===== src/rtl/ball_motion_ctrl.sv =====
// ball_motion_ctrl: frame-synchronous ball game sequencer.
// Detects the start of vertical blanking from the VGA counters. Once per
// SPEED_DIV frames it advances the ball, resolves wall and paddle collisions
// and updates the score or miss flag. Outputs change only in COMMIT/MISS,
// which are a few cycles after the blanking edge, so active video never sees
// a mid-frame position change.
// Ports:
//   clk, rst_n        pixel clock, async active-low reset
//   Hcnt, Vcnt        VGA pixel/line counters (only the tick compare uses them)
//   paddle_x          paddle left edge, sampled while resolving collisions
//   start             level; launches play from IDLE
//   ball_x, ball_y    ball top-left corner
//   score             paddle hits, wraps modulo 256
//   miss              set by a miss, cleared by the next accepted start
//   busy              high whenever the sequencer is not in IDLE
module ball_motion_ctrl #(
  parameter int PAL       = 640,
  parameter int LAF       = 480,
  parameter int BALL_SIZE = 8,
  parameter int STEP      = 4,
  parameter int PADDLE_Y  = 464,
  parameter int PADDLE_W  = 64,
  parameter int SPEED_DIV = 1,
  parameter int INIT_Y    = 100
) (
  input  logic       clk,
  input  logic       rst_n,
  input  logic [9:0] Hcnt,
  input  logic [9:0] Vcnt,
  input  logic [9:0] paddle_x,
  input  logic       start,
  output logic [9:0] ball_x,
  output logic [9:0] ball_y,
  output logic [7:0] score,
  output logic       miss,
  output logic       busy
);

  localparam logic [9:0] X0 = 10'((PAL - BALL_SIZE) / 2);
  localparam logic [9:0] Y0 = 10'(INIT_Y);
  localparam logic [3:0] DIV_LAST = 4'(SPEED_DIV - 1);
  localparam logic signed [10:0] STEP_S  = 11'(STEP);
  localparam logic signed [11:0] XMAX_S  = 12'(PAL - BALL_SIZE);
  localparam logic signed [11:0] BALL_S  = 12'(BALL_SIZE);
  localparam logic signed [11:0] PADY_S  = 12'(PADDLE_Y);
  localparam logic signed [11:0] PADW_S  = 12'(PADDLE_W);
  localparam logic [9:0] YREST = 10'(PADDLE_Y - BALL_SIZE);

  typedef enum logic [2:0] {
    IDLE, WAIT_FRAME, STEP_ST, COLLIDE, COMMIT, MISS_ST
  } state_t;

  state_t st, st_nx;

  logic              frame_tick;
  logic [3:0]        div;
  logic              dir_x, dir_y;   // 1 = increasing coordinate
  logic signed [10:0] nx, ny;        // candidate position, no 10-bit wrap
  logic [9:0]        cx, cy;         // resolved position awaiting commit
  logic              cdx, cdy, chit;

  // collision resolution (combinational, consumed in COLLIDE)
  logic signed [11:0] nxe, nye, pxe;
  logic [9:0]         rx, ry;
  logic               rdx, rdy, rhit, rmiss;

  always_comb begin
    nxe   = {nx[10], nx};
    nye   = {ny[10], ny};
    pxe   = {2'b00, paddle_x};
    rx    = nx[9:0];
    ry    = ny[9:0];
    rdx   = dir_x;
    rdy   = dir_y;
    rhit  = 1'b0;
    rmiss = 1'b0;
    if (nxe > XMAX_S) begin
      rx  = XMAX_S[9:0];
      rdx = 1'b0;
    end else if (nxe < 0) begin
      rx  = '0;
      rdx = 1'b1;
    end
    if (nye < 0) begin
      ry  = '0;
      rdy = 1'b1;
    end else if (dir_y && (nye + BALL_S > PADY_S)) begin
      // overlap test uses the already-moved x candidate
      if ((nxe + BALL_S > pxe) && (nxe < pxe + PADW_S)) begin
        ry   = YREST;
        rdy  = 1'b0;
        rhit = 1'b1;
      end else begin
        rmiss = 1'b1;
      end
    end
  end

  always_ff @(posedge clk or negedge rst_n) begin
    if (!rst_n) st <= IDLE;
    else        st <= st_nx;
  end

  always_comb begin
    st_nx = st;
    case (st)
      IDLE:       if (start) st_nx = WAIT_FRAME;
      WAIT_FRAME: if (frame_tick && div == DIV_LAST) st_nx = STEP_ST;
      STEP_ST:    st_nx = COLLIDE;
      COLLIDE:    st_nx = rmiss ? MISS_ST : COMMIT;
      COMMIT:     st_nx = WAIT_FRAME;
      MISS_ST:    st_nx = IDLE;
      default:    st_nx = IDLE;
    endcase
  end

  assign busy = (st != IDLE);

  always_ff @(posedge clk or negedge rst_n) begin
    if (!rst_n) begin
      frame_tick <= 1'b0;
      div        <= '0;
      dir_x      <= 1'b1;
      dir_y      <= 1'b1;
      nx         <= '0;
      ny         <= '0;
      cx         <= X0;
      cy         <= Y0;
      cdx        <= 1'b1;
      cdy        <= 1'b1;
      chit       <= 1'b0;
      ball_x     <= X0;
      ball_y     <= Y0;
      score      <= '0;
      miss       <= 1'b0;
    end else begin
      // one pulse per frame at the first blanking line
      frame_tick <= (Hcnt == 10'd0) && (Vcnt == 10'(LAF));
      case (st)
        IDLE: if (start) miss <= 1'b0;
        WAIT_FRAME:
          if (frame_tick) div <= (div == DIV_LAST) ? 4'd0 : div + 4'd1;
        STEP_ST: begin
          nx <= $signed({1'b0, ball_x}) + (dir_x ? STEP_S : -STEP_S);
          ny <= $signed({1'b0, ball_y}) + (dir_y ? STEP_S : -STEP_S);
        end
        COLLIDE: begin
          cx   <= rx;
          cy   <= ry;
          cdx  <= rdx;
          cdy  <= rdy;
          chit <= rhit;
        end
        COMMIT: begin
          ball_x <= cx;
          ball_y <= cy;
          dir_x  <= cdx;
          dir_y  <= cdy;
          if (chit) score <= score + 8'd1;
        end
        MISS_ST: begin
          ball_x <= X0;
          ball_y <= Y0;
          dir_x  <= 1'b1;
          dir_y  <= 1'b1;
          miss   <= 1'b1;
        end
        default: ;
      endcase
    end
  end

endmodule


===== config.mk =====
export PLATFORM = sky130hd
export DESIGN_NAME = ball_motion_ctrl
export DESIGN_NICKNAME = d
export VERILOG_FILES = /design/src/rtl/ball_motion_ctrl.sv
export SDC_FILE = /design/constraint.sdc
export NUM_CORES = 1
export LEC_CHECK = 0
export ABC_AREA = 1
export ABC_CLOCK_PERIOD_IN_PS = 3300
export CORE_ASPECT_RATIO = 0.7
export CORE_MARGIN = 1.5
export CORE_UTILIZATION = 48
export CTS_BUF_LIST = sky130_fd_sc_hd__clkbuf_16
export DETAILED_ROUTE_END_ITERATION = 8
export HOLD_SLACK_MARGIN = 0.06
export PLACE_DENSITY = 0.77
export SYNTH_ARGS = -nofsm -noshare
export SYNTH_HDL_FRONTEND = slang
export SYNTH_SLANG_ARGS = --single-unit

===== constraint.sdc =====
create_clock -name clk -period 3.3 [get_ports clk]
set_input_delay 0.495 -clock clk [delete_from_list [all_inputs] [get_ports clk]]
set_output_delay 0.495 -clock clk [all_outputs]
set_load 0.05 [all_outputs]

==> qor.txt <==
status = completed
number of post-CTS setup repair buffers = 0
port buffer count = 62
Final GP Congestion = 0.909
clock sinks = 84
RSZ-0062 raised after global routing = no
HP Class = input pin to async pin
clk_skew = 8.97 ps
CP max stage delay = 400 ps
commonest cells after routing, fill and taps aside = nand2_1, inv_1, dfrtp_1
Final Util = 0.603
Clock Path Buffers = 2
VDD IR max = 421 uV
Finished Cell Area = 5910 um2
pin count of the biggest net entering global routing = 85
TritonCTS Buffers = 9
Power Density = 984 nW/um2
final number of max-transition violations = 0
# hold bufs at CTS = 0
largest family of logic cells by synthesized area = simple AND/OR/NAND/NOR gates
first-pass GRT wire length = 20000 um
share of cells above drive strength 1 = 0.0788
Crit Path Class = register to register
maximum clock rate = 380 MHz
DR WL/cell = 14.7 um
antenna viol nets, final = 0
Post-Syn Area per Cell = 7.94 um2
mux cell area share after synthesis = 0
Yosys reg bits = 84
Post-Syn Instances = 618
Root Driver = clkbuf_16
endpoints failing hold = 0
Top delay family on crit path = simple AND/OR/NAND/NOR gates
Crit Path Max Fanout = 7
Synth Area in XOR/XNOR = 0.0321
# DRC = 0
Overflow after GRT = 0
Detailed Route WL = 11900 um
crit path DAT = 2900 ps
Cell Area, Synth = 4910 um2
Max-Cap Viols = 0
GRT Util Overall = 0.238
Final period util = 0.798
most common cell after layout, fill and taps aside = nand2_1
Warnings, synthesis = 0
CP max-delay cell = dfrtp_1
CORE AREA = 9800 um2
Fin Setup TNS = 0 ps
final-stage net count = 752
final setup vio count = 0
Min Clock Period, post-route = 2630 ps
diode count = 0
clock slew at the register clock pins of the worst setup and hold paths = 70 ps
drt initial violations = 390
1st-pass router iterations = 4
H-tree levels = 3
pre-CTS WS = 513 ps
die width = 124 um
Worst Path Required = 3560 ps
syn nets = 690
Synth Area in Simple Gates = 0.257
io pins = 63
adder-cell area share of the yosys netlist = 0.103
area growth from synthesis to layout = 20.5%
DR vias = 4393
Via density = 5.40
Seq/Total Area, Yosys = 0.434
post-cts resize count = 0
antenna violations before repair = 0
Critical Path, Cell by Cell = ha_1, nand2_1, nor3_1, xor2_1, ha_1, nand2_1, nor3_1, nand2_1, nand3_1, nand2_1, nand2_1, nand3_1, nor2_4, nand2_2, o21ai_0
Setup crit end kind = register
total die area = 10800 um2
Rows = 30
Compound-Gate Fraction of Synth Area = 0.101
worst slew pin tran = 1040 ps
critical path buffer and inverter count = 0
Die Ht = 87.6 um
Worst-Skew Late Latency = 340 ps
initial core utilization = 0.501
CP startpoint kind = register
placed cell area = 5650 um2
Most Frequent Cell on Critical Path = nand2_1
vias in the first global route = 4086
leakage dissipation = 2.90 nW
CTS tree = yes
DP HPWL = 8810 um
Synth cell types = 34
Rel. slew slack = 0.309
post-route setup slack = 665 ps
kinds of logic after synthesis:
group                    Yosys count
adder cells (fa/ha/maj)           39
AND/OR/NAND/NOR                  288
XOR/XNOR                          18
buffers and inverters             96
AO/OA/AOI/OAI                     93
flip-flops                        84
report_power, final:
group,total (mW),internal (mW),switching [mW]
clock network,0.905,0.498,0.407
logic,3.01,1.06,1.95
registers,1.90,1.49,0.408
flip-flops by register name (all words and copies together), names as in the netlist:
name / count
dir_y: 1
dir_x: 1
ball_x: 10
nx: 11
div: 4
cy: 10
cdx: 1
ny: 11
miss: 1
frame_tick: 1
cdy: 1
ball_y: 10
chit: 1
cx: 10
score: 8
st: 3
cell usage after synthesis, drive strengths merged:
cell / instances / area (um2)
a21o: 1 / 7.51
a31oi: 2 / 12.5
o21ai: 51 / 255
nand3: 53 / 265
a21boi: 1 / 7.51
dfstp: 20 / 526
nand4: 9 / 56.3
nor4: 6 / 37.5
clkbuf: 10 / 37.5
nand2: 168 / 636
o22ai: 5 / 31.3
o21bai: 1 / 7.51
ha: 37 / 463
fa: 2 / 40.0
o31ai: 1 / 7.51
inv: 83 / 312
nor3: 12 / 75.1
xnor2: 6 / 52.6
nor2: 37 / 164
or2: 1 / 6.26
a22oi: 1 / 7.51
a21oi: 28 / 140
dfrtp: 64 / 1600
buf: 3 / 15.0
nor3b: 2 / 20.0
xor2: 12 / 105
o31a: 2 / 17.5
worst paths after layout:
| kind | start | to | slack (ps) | cells after the start |
|---|---|---|---|---|
| max | nx[4] | chit | 670 | 15 |
| min | rst_n | score[1] | 330 | 1 |
| max reg2reg | nx[4] | chit | 670 | 15 |
| min reg2reg | cdx | cdx | 470 | 2 |
| max in group asynchronous | rst_n | ball_y[9] | 2290 | 1 |
| min in group clk | cdx | cdx | 470 | 2 |
layout make-up:
cell class | count | area, um2
flip-flops and latches | 84 | 2130
clock buffers | 9 | 225
multi-input cells | 438 | 2420
well taps | 128 | 160
repair buffers | 64 | 633
fillers | 883 | 3880
clock inverters | 7 | 35.0
inverters | 83 | 312
through the flow:
step | cells | hold slack [ps] | power [mW]
global route | 813 | 419 | 6.28
finish | 813 | 328 | 5.81
CTS | 813 | 376 | 5.80
floorplan | 618 | 199 | 3.97
global placement | 797 | 460 | 4.76
detailed placement | 797 | 457 | 4.87
metal layers:
layer | vias up | wire length [um] | global-route usage
met5 | - | 0 | 0
met4 | 0 | 90 | 0.0408
met3 | 10 | 836 | 0.0684
met2 | 130 | 5140 | 0.357
li1 | 2153 | - | -
met1 | 2100 | 5870 | 0.350
Power figures use the tool's default switching activity.
